File: src/rtl/debounce_array_if.sv
`default_nettype none
// ============================================================================
// Module   : debounce_array_if
// Brief    : Pin-side and user-side signal bundle of the debounce array.
// Revision : 1.0
// ============================================================================
interface debounce_array_if #(
    parameter int NUM_CH = 4
);
    logic [NUM_CH-1:0] i_Bouncy;
    logic [NUM_CH-1:0] o_Debounced;
    logic [NUM_CH-1:0] o_Rise;
    logic [NUM_CH-1:0] o_Fall;
    logic [NUM_CH-1:0] o_Held;

    modport master (
        output i_Bouncy,
        input  o_Debounced,
        input  o_Rise,
        input  o_Fall,
        input  o_Held
    );

    modport slave (
        input  i_Bouncy,
        output o_Debounced,
        output o_Rise,
        output o_Fall,
        output o_Held
    );
endinterface
`default_nettype wire

File: src/rtl/debounce_array.sv
`default_nettype none
// ============================================================================
// Module   : debounce_array
// Brief    : NUM_CH independent switch debouncers with rise/fall/long-press pulses.
// Revision : 1.0
// ============================================================================
module debounce_array #(
    parameter int NUM_CH         = 4,
    parameter int DEBOUNCE_LIMIT = 20,
    parameter int SYNC_STAGES    = 2,
    parameter int HOLD_LIMIT     = 0,
    parameter int RESET_LEVEL    = 0
) (
    input  wire logic        i_Clk,
    input  wire logic        i_Rst,
    debounce_array_if.slave  bus
);

    localparam int            CW        = $clog2(DEBOUNCE_LIMIT);
    localparam logic [CW-1:0] C_CNT_MAX = CW'(DEBOUNCE_LIMIT - 1);
    localparam logic          C_RST_LVL = (RESET_LEVEL != 0);

    logic [SYNC_STAGES-1:0] sync_q [NUM_CH];
    logic [CW-1:0]          cnt_q  [NUM_CH];
    logic [CW-1:0]          cnt_d  [NUM_CH];
    logic [NUM_CH-1:0]      deb_q,  deb_d;
    logic [NUM_CH-1:0]      rise_q, rise_d;
    logic [NUM_CH-1:0]      fall_q, fall_d;
    logic [NUM_CH-1:0]      w_sync;

    always_ff @(posedge i_Clk) begin
        for (int n = 0; n < NUM_CH; n++) begin
            if (i_Rst) begin
                sync_q[n] <= {SYNC_STAGES{C_RST_LVL}};
            end else begin
                sync_q[n] <= {sync_q[n][SYNC_STAGES-2:0], bus.i_Bouncy[n]};
            end
        end
    end

    always_comb begin
        for (int n = 0; n < NUM_CH; n++) begin
            w_sync[n] = sync_q[n][SYNC_STAGES-1];
        end
    end

    // Any cycle where the synchronised input agrees with the output restarts the count.
    always_comb begin
        deb_d  = deb_q;
        rise_d = '0;
        fall_d = '0;
        for (int n = 0; n < NUM_CH; n++) begin
            cnt_d[n] = '0;
            if (w_sync[n] != deb_q[n]) begin
                if (cnt_q[n] == C_CNT_MAX) begin
                    deb_d[n]  = w_sync[n];
                    rise_d[n] = w_sync[n];
                    fall_d[n] = ~w_sync[n];
                end else begin
                    cnt_d[n] = cnt_q[n] + 1'b1;
                end
            end
        end
    end

    always_ff @(posedge i_Clk) begin
        if (i_Rst) begin
            deb_q  <= {NUM_CH{C_RST_LVL}};
            rise_q <= '0;
            fall_q <= '0;
            for (int n = 0; n < NUM_CH; n++) begin
                cnt_q[n] <= '0;
            end
        end else begin
            deb_q  <= deb_d;
            rise_q <= rise_d;
            fall_q <= fall_d;
            for (int n = 0; n < NUM_CH; n++) begin
                cnt_q[n] <= cnt_d[n];
            end
        end
    end

    assign bus.o_Debounced = deb_q;
    assign bus.o_Rise      = rise_q;
    assign bus.o_Fall      = fall_q;

    generate
        if (HOLD_LIMIT > 0) begin : g_hold
            localparam int            HW         = $clog2(HOLD_LIMIT + 1);
            localparam logic [HW-1:0] C_HOLD_MAX = HW'(HOLD_LIMIT);

            logic [HW-1:0]     hold_q [NUM_CH];
            logic [HW-1:0]     hold_d [NUM_CH];
            logic [NUM_CH-1:0] held_q, held_d;

            // Counter saturates at HOLD_LIMIT so each press yields a single pulse.
            always_comb begin
                held_d = '0;
                for (int n = 0; n < NUM_CH; n++) begin
                    hold_d[n] = '0;
                    if (deb_q[n]) begin
                        if (hold_q[n] < C_HOLD_MAX) begin
                            hold_d[n] = hold_q[n] + 1'b1;
                            held_d[n] = (hold_q[n] == C_HOLD_MAX - 1'b1);
                        end else begin
                            hold_d[n] = hold_q[n];
                        end
                    end
                end
            end

            always_ff @(posedge i_Clk) begin
                if (i_Rst) begin
                    held_q <= '0;
                    for (int n = 0; n < NUM_CH; n++) begin
                        hold_q[n] <= '0;
                    end
                end else begin
                    held_q <= held_d;
                    for (int n = 0; n < NUM_CH; n++) begin
                        hold_q[n] <= hold_d[n];
                    end
                end
            end

            assign bus.o_Held = held_q;
        end else begin : g_no_hold
            assign bus.o_Held = '0;
        end
    endgenerate

endmodule
`default_nettype wire

File: src/flat_wrapper.sv
// flat-port wrapper written by rule: the top's interface ports become plain ports
module debounce_array_flat 
#(
    parameter int NUM_CH         = 4,
    parameter int DEBOUNCE_LIMIT = 20,
    parameter int SYNC_STAGES    = 2,
    parameter int HOLD_LIMIT     = 0,
    parameter int RESET_LEVEL    = 0
)
  (i_Clk, i_Rst, bus_i_Bouncy, bus_o_Debounced, bus_o_Rise, bus_o_Fall, bus_o_Held);
  debounce_array_if #(.NUM_CH(NUM_CH)) bus_i ();
  input  wire logic i_Clk;
  input  wire logic i_Rst;
  input wire logic [$bits(bus_i.i_Bouncy)-1:0] bus_i_Bouncy;
  output wire logic [$bits(bus_i.o_Debounced)-1:0] bus_o_Debounced;
  output wire logic [$bits(bus_i.o_Rise)-1:0] bus_o_Rise;
  output wire logic [$bits(bus_i.o_Fall)-1:0] bus_o_Fall;
  output wire logic [$bits(bus_i.o_Held)-1:0] bus_o_Held;
  assign bus_i.i_Bouncy = bus_i_Bouncy;
  assign bus_o_Debounced = bus_i.o_Debounced;
  assign bus_o_Rise = bus_i.o_Rise;
  assign bus_o_Fall = bus_i.o_Fall;
  assign bus_o_Held = bus_i.o_Held;
  debounce_array #(.NUM_CH(NUM_CH), .DEBOUNCE_LIMIT(DEBOUNCE_LIMIT), .SYNC_STAGES(SYNC_STAGES), .HOLD_LIMIT(HOLD_LIMIT), .RESET_LEVEL(RESET_LEVEL)) u_core (.i_Clk(i_Clk), .i_Rst(i_Rst), .bus(bus_i));
endmodule
File: config.mk
export PLATFORM = sky130hd
export DESIGN_NAME = debounce_array_flat
export DESIGN_NICKNAME = d
export VERILOG_FILES = /design/src/rtl/debounce_array_if.sv /design/src/rtl/debounce_array.sv /design/src/flat_wrapper.sv
export SDC_FILE = /design/constraint.sdc
export NUM_CORES = 1
export LEC_CHECK = 0
export CORE_MARGIN = 4
export CORE_UTILIZATION = 40
export DETAILED_ROUTE_END_ITERATION = 6
export SLEW_MARGIN = 20
export SYNTH_ARGS = -nofsm -noshare
export SYNTH_HDL_FRONTEND = slang
export SYNTH_SLANG_ARGS = --single-unit
File: constraint.sdc
create_clock -name i_Clk -period 1.2 [get_ports i_Clk]
set_input_delay 0.18 -clock i_Clk [delete_from_list [all_inputs] [get_ports i_Clk]]
set_output_delay 0.18 -clock i_Clk [all_outputs]
set_load 0.01 [all_outputs]
==> flow_summary_export.csv, run 1 <==
group,metric,value,unit
yosys,synth-simple-area-share,28.03,%
drt,drt_pass1_iterations,4,
floorplan,design.portCount,22,
clock_network,cts_inserted_buffers,5,
floorplan,die_width,71.20,µm
grt,grt_overflow_total,0,
placement,placed_cells,218,
critical_path,criticalPathCategory,"reg -> reg",
clock_network,h-tree-depth,2,
grt,grt_max_degree,13,
yosys,ys_seq_area_share,50.12,%
timing,maxSlewViolCount,0,
placement,place_ws,-48.55,ps
final_layout,num_antenna_cells,0,
final_layout,final.fill_count,337,
job,max_cap_violations,0,
critical_path,worst_setup_path_end_kind,"flip-flop",
critical_path,critical_path_required,1380,ps
yosys,synth_top_family_by_area,"simple AND/OR/NAND/NOR gates",
clock_network,clock_sink_count,40,
final_layout,register_area,802.0,µm²
yosys,synthXorXnorAreaFrac,7.987,%
floorplan,standard_cell_rows,22,
drt,routed_wire_length,2444,µm
floorplan,die-area,5069,µm²
drt,post-route-drc-count,0,
worst_hold_path,holdCritPathClass,"reg -> reg",
yosys,synth_mux_area_share,2.506,%
clock_network,number_of_setup_buffers_added_after_cts,0,
drt,initialDrtViolationCount,45,
timing,fin_skew,2.061,ps
yosys,avgSynthCellArea,10.58,µm²
critical_path,worst_ep_arrival_time,1290,ps
floorplan,floorplan.die.height,71.20,µm
timing,setup_tns,0,ps
placement,gp_congestion,0.7269,
drt,route.antenna.remaining_nets,0,
timing,worst_slack,89.16,ps
clock_network,post_cts_hold_buffers,0,
final_layout,proportion_of_layout_cells_with_a_drive_suffix_above_1,15.73,%
power_and_ir_drop,power_density,1318,nW/µm²
grt,grt_pass1_wl,4319,µm
yosys,synth.distinct_cells,21,
run_status,run_status,"finished, final reports clean",
final_layout,total_area_of_multi_input_combinational_cells,745.7,µm²
floorplan,core_area,3771,µm²
power_and_ir_drop,power.static_leakage,0.0007641,µW
clock_network,clk_pin_slew,70,ps
yosys,ys.warnings.count,0,
timing,achievable-frequency,0.9002,GHz
critical_path,setup.worst_path.start,"u_core.cnt_q[2][0]$_SDFF_PP0_",
yosys,post_synthesis_compound_gate_area_fraction,2.819,%
clock_network,clock_latency,280,ps
placement,port_buf_inserts,17,
grt,grt_pass1_vias,1010,
floorplan,floorplan.initialDensity,42.37,%
power_and_ir_drop,ir_worst_vdd,1.123,mV
yosys,synth_cells,151,
yosys,synth_fa_ha_area_share,3.132,%
critical_path,worst_case_reg_to_reg_path_depth,4,
critical_path,critical-path-slowest-cell,"sky130_fd_sc_hd__dfxtp_1",
timing,finalHoldViolCount,0,
critical_path,critical_path.cell_chain,"ha_2 -> nand4bb_4 -> nand3b_1 -> nor2_1",
drt,vias,1020,
final_layout,fin_cells,226,
clock_network,cts_tree,"done",
drt,drt-wirelength-per-cell,10.81,µm
timing,finalCriticalPeriod,1111,ps
critical_path,crit_path_max_incr_delay,370,ps
yosys,synthesis.area,1598,µm²
clock_network,ctsRootBufferMaster,"sky130_fd_sc_hd__clkbuf_8",
critical_path,startpoint_type,"flip-flop",
timing,final_min_period_over_clock_period,92.57,%
timing,setup_viol,0,
critical_path,rrSetupSlack,90,ps
placement,detailedPlacementHpwl,1837,µm
critical_path,path_max_fanout,4,
critical_path,rr_startpoint,"u_core.cnt_q[2][0]$_SDFF_PP0_",
grt,number_of_antenna_violations_at_the_first_check_in_global_routing,0,
final_layout,final_net_count,187,
drt,route.detailed.vias_per_inst,4.513,
yosys,postSynthRegisterBits,40,
critical_path,critical_path.endpoint,"u_core.cnt_q[2][0]$_SDFF_PP0_",
final_layout,final_core_util,52.29,%
clock_network,clock_path_buffers,2,
grt,track_usage,10.69,%
final_layout,syn2layout_area_growth,23.41,%
critical_path,r2r_end,"u_core.cnt_q[2][0]$_SDFF_PP0_",
==> Yosys cell counts <==
cell type / n / area [µm²]
sky130_fd_sc_hd__inv_1: 12 / 45.04
sky130_fd_sc_hd__nand2b_2: 3 / 26.28
sky130_fd_sc_hd__nor2b_1: 12 / 75.07
sky130_fd_sc_hd__dfxtp_1: 40 / 800.8
sky130_fd_sc_hd__xor2_1: 5 / 43.79
sky130_fd_sc_hd__nor3_1: 8 / 40.04
sky130_fd_sc_hd__nand3b_1: 8 / 60.06
sky130_fd_sc_hd__nand4b_1: 4 / 35.03
sky130_fd_sc_hd__nand2b_1: 1 / 6.260
sky130_fd_sc_hd__nor2_1: 20 / 75.07
sky130_fd_sc_hd__conb_1: 1 / 3.750
sky130_fd_sc_hd__a31oi_1: 4 / 25.02
sky130_fd_sc_hd__clkbuf_1: 2 / 7.510
sky130_fd_sc_hd__ha_1: 4 / 50.05
sky130_fd_sc_hd__nand3_1: 4 / 20.02
sky130_fd_sc_hd__xor2_2: 3 / 48.80
sky130_fd_sc_hd__xnor2_1: 4 / 35.03
sky130_fd_sc_hd__nand4bb_4: 4 / 110.1
sky130_fd_sc_hd__buf_4: 4 / 30.03
sky130_fd_sc_hd__o21ai_0: 4 / 20.02
sky130_fd_sc_hd__mux2i_1: 4 / 40.04
==> critical path, delay by kind of cell, from the launching register on <==
| kind | cells | cell delay [ps] |
|---|---|---|
| AND/OR/NAND/NOR | 3 | 380 |
| flip-flops | 1 | 370 |
| adder cells (fa/ha/maj) | 1 | 260 |
==> kinds of logic (layout without fill, tap and decap cells) <==
| kind of cell | count (synthesis) | count (layout) |
|---|---|---|
| xor+xnor | 12 | 12 |
| compound gates | 8 | 8 |
| flops | 40 | 40 |
| buf+inv | 18 | 42 |
| mux | 4 | 4 |
| fa+ha+maj | 4 | 4 |
| other cells | 1 | 4 |
| simple gates | 64 | 64 |
==> area by class of cell <==
class,count,share of cell area (%)
sequential,40,40.67
multi-input combinational,96,37.82
timing repair buffer,22,9.772
clock buffer,7,4.886
tap,48,3.046
inverter,12,2.284
clock inverter,1,1.523
==> what timing repair did <==
item	4_1_cts	5_1_grt
endpoints found under the setup margin	12	15
pin swaps	0	1
endpoints found under the hold margin	0	0
resized for setup	13	5
==> report_power, final <==
group / total, µW / switching (µW) / internal [µW]
registers: 1360 / 12.2 / 1340
clock network: 1170 / 437 / 733
logic: 74.1 / 33.5 / 40.6
total: 2600 / 482 / 2120
==> flip-flops by register name, indices dropped and copies added, names as in the netlist <==
register,count
u_core.sync_q,8
u_core.bus.o_Debounced,4
u_core.bus.o_Rise,4
u_core.bus.o_Fall,4
u_core.cnt_q,20
==> through the flow <==
step	hold WS (ps)	total power (µW)	instance area, µm²
6_report	440.4	2599	1972
5_1_grt	450.6	2722	1972
4_1_cts	443.0	2641	1952
3_5_place_dp	425.4	1459	1839
3_3_place_gp	415.6	1456	1839
2_1_floorplan	308.2	1437	1609
==> worst min-delay path by stage <==
stage	from	to	slack (ps)	cells after the start
after global placement	u_core.sync_q[2][0]$_SDFF_PP0_	u_core.sync_q[2][1]$_SDFF_PP0_	420	1
after global routing	bus_i_Bouncy[1]	u_core.sync_q[1][0]$_SDFF_PP0_	450	2
after floorplan	bus_i_Bouncy[0]	u_core.sync_q[0][0]$_SDFF_PP0_	310	1
after CTS	u_core.sync_q[0][0]$_SDFF_PP0_	u_core.sync_q[0][1]$_SDFF_PP0_	440	1
final	u_core.sync_q[3][0]$_SDFF_PP0_	u_core.sync_q[3][1]$_SDFF_PP0_	440	1
after detailed placement	u_core.sync_q[0][0]$_SDFF_PP0_	u_core.sync_q[0][1]$_SDFF_PP0_	430	1
==> layout by cell type, fill, tap and decap left out, types with 5 or more instances in the layout <==
| cell | synthesis | routed |
|---|---|---|
| sky130_fd_sc_hd__dfxtp_1 | 40 | 39 |
| sky130_fd_sc_hd__nor2_1 | 20 | 20 |
| sky130_fd_sc_hd__nor2b_1 | 12 | 12 |
| sky130_fd_sc_hd__inv_1 | 12 | 12 |
| sky130_fd_sc_hd__dlygate4sd2_1 | 0 | 12 |
| sky130_fd_sc_hd__nand3b_1 | 8 | 8 |
| sky130_fd_sc_hd__nor3_1 | 8 | 8 |
| sky130_fd_sc_hd__clkbuf_8 | 0 | 7 |
| sky130_fd_sc_hd__xor2_1 | 5 | 5 |
| sky130_fd_sc_hd__clkdlybuf4s50_1 | 0 | 5 |
| sky130_fd_sc_hd__buf_4 | 4 | 5 |
==> layer usage <==
layer	up-vias	global-route usage, %	share of wire (%)
met2	24	16.94	46
met3	5	4.403	5.7
met5	-	0	0
li1	538	-	-
met1	453	13.02	47
met4	0	3.758	1.2
(Power assumes the default switching activity.)
==> run 2, diff against run 1 <==
--- a/config.mk
+++ b/config.mk
@@ -5,9 +5,12 @@
 export SDC_FILE = /design/constraint.sdc
 export NUM_CORES = 1
 export LEC_CHECK = 0
+export ABC_AREA = 0
+export CAP_MARGIN = 30
 export CORE_MARGIN = 4
 export CORE_UTILIZATION = 40
 export DETAILED_ROUTE_END_ITERATION = 6
+export RECOVER_POWER = 25
 export SLEW_MARGIN = 20
 export SYNTH_ARGS = -nofsm -noshare
 export SYNTH_HDL_FRONTEND = slang
==> flow_summary_export.csv, run 2 (same netlist as run 1, synthesis figures left out) <==
group,metric,value,unit
run_status,run_status,"finished, final reports clean",
critical_path,criticalPathCategory,"reg -> reg",
clock_network,clock_path_buffers,2,
grt,grt_pass1_wl,4319,µm
clock_network,clk_pin_slew,70,ps
floorplan,die-area,5069,µm²
clock_network,h-tree-depth,2,
final_layout,syn2layout_area_growth,22.71,%
drt,route.antenna.remaining_nets,0,
timing,setup_tns,0,ps
drt,post-route-drc-count,0,
final_layout,fin_area,1961,µm²
grt,grt_pass1_vias,1010,
job,max_cap_violations,0,
critical_path,worst_setup_path_end_kind,"flip-flop",
floorplan,die_width,71.20,µm
grt,number_of_antenna_violations_at_the_first_check_in_global_routing,0,
drt,route.detailed.vias_per_inst,4.522,
clock_network,ctsRootBufferMaster,"sky130_fd_sc_hd__clkbuf_8",
timing,fin_skew,2.127,ps
critical_path,crit_path_max_incr_delay,370,ps
power_and_ir_drop,power_density,1324,nW/µm²
grt,grt_max_degree,13,
final_layout,largestRegisters,"u_core.cnt_q x20, u_core.sync_q x8",
critical_path,path_max_fanout,4,
clock_network,number_of_setup_buffers_added_after_cts,0,
timing,hold_ws,440.4,ps
clock_network,clock_sink_count,40,
timing,finalHoldViolCount,0,
critical_path,startpoint_type,"flip-flop",
timing,setup_viol,0,
critical_path,critical_path_required,1360,ps
timing,finalCriticalPeriod,1118,ps
timing,maxSlewViolCount,0,
critical_path,critical_path.cell_chain,"ha_2 -> nand4bb_4 -> mux2i_1 -> nor2_1",
final_layout,regMostFlops,"u_core.cnt_q",
drt,drt-wirelength-per-cell,10.83,µm
floorplan,design.portCount,22,
clock_network,clock_latency,280,ps
floorplan,standard_cell_rows,22,
final_layout,commonest_cells_after_routing_fill_and_taps_aside,"39 x sky130_fd_sc_hd__dfxtp_1, 20 x sky130_fd_sc_hd__nor2_1, 12 x sky130_fd_sc_hd__nor2b_1, 12 x sky130_fd_sc_hd__inv_1, 12 x sky130_fd_sc_hd__dlygate4sd2_1",
final_layout,proportion_of_layout_cells_with_a_drive_suffix_above_1,14.04,%
placement,postPlaceCellArea,1839,µm²
final_layout,num_antenna_cells,0,
critical_path,critical-path-slowest-cell,"sky130_fd_sc_hd__dfxtp_1",
final_layout,flip_flop_count_of_the_largest_register_all_copies_and_words_added,20,
clock_network,cts_tree,"done",
worst_hold_path,holdCritPathClass,"reg -> reg",
drt,drt_pass1_iterations,4,
grt,grt_overflow_total,0,
drt,initialDrtViolationCount,45,
final_layout,final_core_util,51.99,%
clock_network,post_cts_hold_buffers,0,
drt,routed_wire_length,2447,µm
floorplan,floorplan.initialDensity,42.37,%
timing,achievable-frequency,0.8947,GHz
drt,vias,1022,
power_and_ir_drop,total_power,2595,µW
timing,final_min_period_over_clock_period,93.14,%
final_layout,most_common_library_cell_in_the_layout_ignoring_fill_and_taps,"sky130_fd_sc_hd__dfxtp_1",
final_layout,final_net_count,187,
placement,port_buf_inserts,17,
power_and_ir_drop,power.static_leakage,0.0007532,µW
floorplan,core_area,3771,µm²
critical_path,worst_ep_arrival_time,1280,ps
clock_network,cts_inserted_buffers,5,
placement,gp_congestion,0.7269,
floorplan,floorplan.die.height,71.20,µm
power_and_ir_drop,ir_worst_vdd,1.093,mV
placement,detailedPlacementHpwl,1837,µm
grt,track_usage,10.69,%
final_layout,final.fill_count,341,
run 2: worst max-delay path, delay by kind of cell (launching register included):
kind	cells	cell delay, ps
simple gates	2	210
fa+ha+maj	1	260
mux	1	170
flops	1	370
run 2: per-stage QoR:
step / setup slack, ps / instances
floorplan: 155.4 / 154
global placement: -5.564 / 218
detailed placement: -48.55 / 218
CTS: 3.621 / 226
global route: -3.806 / 226
finish: 82.34 / 226
run 2: final cells by class:
class / instances / area (µm²) / area share (%)
Timing Repair Buffer: 22 / 181.4 / 9.253
Clock buffer: 7 / 96.34 / 4.914
Multi-Input combinational cell: 96 / 745.7 / 38.03
Tap cell: 48 / 60.06 / 3.063
Inverter: 12 / 45.04 / 2.297
Clock inverter: 1 / 30.03 / 1.532
Sequential cell: 40 / 802.0 / 40.91
run 2: final timing paths:
check                                      start                                     end  slack (ps)  cells after the start
setup / recovery   u_core.cnt_q[2][0]$_SDFF_PP0_  u_core.bus.o_Debounced[2]$_SDFFE_PP0P_          80                      4
hold / removal    u_core.sync_q[3][0]$_SDFF_PP0_          u_core.sync_q[3][1]$_SDFF_PP0_         440                      1
setup reg to reg   u_core.cnt_q[2][0]$_SDFF_PP0_  u_core.bus.o_Debounced[2]$_SDFFE_PP0P_          80                      4
hold reg to reg   u_core.sync_q[3][0]$_SDFF_PP0_          u_core.sync_q[3][1]$_SDFF_PP0_         440                      1
run 2: layer usage:
layer | global-route usage (%) | vias to the layer above | routed length [µm]
met1 | 13.02 | 455 | 1141
li1 | - | 538 | -
met3 | 4.403 | 5 | 139
met5 | 0 | - | 0
met2 | 16.94 | 24 | 1135
met4 | 3.758 | 0 | 30
run 2: power breakdown:
| part | internal [µW] | switching [µW] | total (µW) |
|---|---|---|---|
| Sequential | 1340 | 12.2 | 1360 |
| Combinational | 36.3 | 33.4 | 69.7 |
| Clock | 733 | 437 | 1170 |
| Total | 2110 | 482 | 2600 |
run 2: what timing repair did:
action | in CTS | in global routing
resized for setup | 13 | 5
setup endpoints to repair | 12 | 15
pin swaps | 0 | 1
==> run 3, diff against run 2 <==
--- a/config.mk
+++ b/config.mk
@@ -9,7 +9,10 @@
 export CAP_MARGIN = 30
 export CORE_MARGIN = 4
 export CORE_UTILIZATION = 40
+export CTS_BUF_LIST = sky130_fd_sc_hd__clkbuf_16
+export CTS_CLUSTER_DIAMETER = 200
 export DETAILED_ROUTE_END_ITERATION = 6
+export HOLD_SLACK_MARGIN = 0.1
 export RECOVER_POWER = 25
 export SLEW_MARGIN = 20
 export SYNTH_ARGS = -nofsm -noshare
==> flow_summary_export.csv, run 3 (same netlist as run 1, synthesis figures left out) <==
group,metric,value,unit
run_status,run_status,"finished, final reports clean",
clock_network,clock_path_buffers,2,
critical_path,worst_ep_arrival_time,970,ps
timing,achievable-frequency,0.8706,GHz
power_and_ir_drop,total_power,2886,µW
final_layout,syn2layout_area_growth,24.98,%
critical_path,cpLargestDelayFamily,"flip-flops",
final_layout,most_common_library_cell_in_the_layout_ignoring_fill_and_taps,"sky130_fd_sc_hd__dfxtp_1",
drt,route.detailed.vias_per_inst,4.606,
placement,gp_congestion,0.7269,
drt,route.antenna.remaining_nets,0,
clock_network,cts_tree,"done",
timing,maxSlewViolCount,0,
drt,initialDrtViolationCount,27,
floorplan,core_area,3771,µm²
floorplan,standard_cell_rows,22,
clock_network,clk_pin_slew,50,ps
power_and_ir_drop,power.static_leakage,0.0007738,µW
timing,setup_viol,0,
critical_path,worst_setup_path_end_kind,"primary output",
placement,postPlaceCellArea,1839,µm²
timing,finalHoldViolCount,0,
drt,drt_pass1_iterations,4,
grt,grt_pass1_vias,1038,
timing,worst_slack,51.41,ps
clock_network,ctsRootBufferMaster,"sky130_fd_sc_hd__clkbuf_16",
final_layout,fin_area,1997,µm²
final_layout,final_core_util,52.95,%
timing,finalCriticalPeriod,1149,ps
floorplan,design.portCount,22,
drt,vias,1041,
grt,grt_pass1_wl,4554,µm
drt,routed_wire_length,2598,µm
placement,place_ws,-48.55,ps
timing,final_min_period_over_clock_period,95.72,%
placement,port_buf_inserts,17,
floorplan,floorplan.die.height,71.20,µm
floorplan,die-area,5069,µm²
critical_path,crit_path_max_incr_delay,400,ps
timing,setup_repair_after_global_routing_missed_its_margin,"false",
floorplan,die_width,71.20,µm
placement,detailedPlacementHpwl,1837,µm
critical_path,criticalPathCategory,"reg -> out",
timing,fin_skew,3.859,ps
grt,grt_max_degree,13,
power_and_ir_drop,power_density,1445,nW/µm²
critical_path,startpoint_type,"flip-flop",
grt,grt_overflow_total,0,
critical_path,critical-path-slowest-cell,"sky130_fd_sc_hd__dfxtp_1",
floorplan,floorplan.initialDensity,42.37,%
power_and_ir_drop,ir_worst_vdd,0.9818,mV
final_layout,commonest_cells_after_routing_fill_and_taps_aside,"40 x sky130_fd_sc_hd__dfxtp_1, 20 x sky130_fd_sc_hd__nor2_1, 12 x sky130_fd_sc_hd__nor2b_1, 12 x sky130_fd_sc_hd__inv_1, 12 x sky130_fd_sc_hd__dlygate4sd2_1",
job,max_cap_violations,0,
final_layout,proportion_of_layout_cells_with_a_drive_suffix_above_1,12.36,%
clock_network,h-tree-depth,2,
critical_path,cp.buffers_inverters,1,
critical_path,critical_path_required,1020,ps
final_layout,flip_flop_count_of_the_largest_register_all_copies_and_words_added,20,
critical_path,critical_path.cell_chain,"dlygate4sd2_1",
clock_network,clock_sink_count,40,
final_layout,num_antenna_cells,0,
grt,number_of_antenna_violations_at_the_first_check_in_global_routing,0,
worst_hold_path,holdCritPathClass,"reg -> reg",
timing,setup_tns,0,ps
clock_network,cts_inserted_buffers,5,
final_layout,regMostFlops,"u_core.cnt_q",
drt,drt-wirelength-per-cell,11.50,µm
final_layout,largestRegisters,"u_core.cnt_q x20, u_core.sync_q x8",
grt,track_usage,11.69,%
critical_path,path_max_fanout,3,
drt,post-route-drc-count,0,
final_layout,final_net_count,187,
clock_network,clock_latency,280,ps
[run 3: cell count changes in the layout (fill, tap and decap cells not counted)]
cell	previous run	this run
sky130_fd_sc_hd__clkbuf_16	0	5
sky130_fd_sc_hd__clkbuf_1	3	2
sky130_fd_sc_hd__clkinv_1	0	2
sky130_fd_sc_hd__ha_1	0	1
sky130_fd_sc_hd__clkbuf_8	7	0
sky130_fd_sc_hd__ha_2	3	2
sky130_fd_sc_hd__buf_4	2	3
sky130_fd_sc_hd__dfxtp_1	39	40
sky130_fd_sc_hd__dfxtp_2	1	0
[run 3: repair_timing]
item / CTS / global route
pin swaps: 0 / 1
gates resized for setup: 12 / 4
setup endpoints to repair: 12 / 12
endpoints found under the hold margin: 0 / 0
hold buffers: 0 / 0
gates cloned: 0 / 0
buffers inserted: 0 / 0
[run 3: routing by layer]
layer	part of all wire [%]	global-route usage, %	wire length, µm	vias up
met4	2.3	6.263	61	0
met2	44	17.65	1142	37
met1	46	13.55	1186	457
met5	0	0	0	-
met3	8.0	5.682	208	8
li1	-	-	-	539
[run 3: final timing paths]
kind                                          startpoint                             end  slack (ps)  cells past startpoint
hold reg to reg           u_core.sync_q[3][0]$_SDFF_PP0_  u_core.sync_q[3][1]$_SDFF_PP0_         440                      1
hold / removal            u_core.sync_q[3][0]$_SDFF_PP0_  u_core.sync_q[3][1]$_SDFF_PP0_         440                      1
setup reg to reg           u_core.cnt_q[0][0]$_SDFF_PP0_   u_core.cnt_q[0][2]$_SDFF_PP0_          80                      4
setup / recovery  u_core.bus.o_Debounced[2]$_SDFFE_PP0P_              bus_o_Debounced[2]          50                      1
[run 3: final cells by class]
class                   instances  area [µm²]
flip-flops and latches         40       800.8
repair buffers                 22       185.2
inverters                      12       45.04
clock buffers                   5       125.1
clock inverters                 3       37.54
fillers                       327        1774
multi-input cells              96       743.2
well taps                      48       60.06
[run 3: power by group]
part	switching, µW	internal (µW)	total, µW	leakage, µW
Sequential	12.4	1350	1360	0.000324
Combinational	34.0	37.6	71.6	0.000371
Clock	492	965	1460	0.0000789
Total	539	2350	2890	0.000774
[run 3: metrics by stage]
step | hold slack (ps) | instances
2_1_floorplan | 308.2 | 154
3_3_place_gp | 415.6 | 218
3_5_place_dp | 425.4 | 218
4_1_cts | 439.4 | 226
5_1_grt | 460.6 | 226
6_report | 435.8 | 226
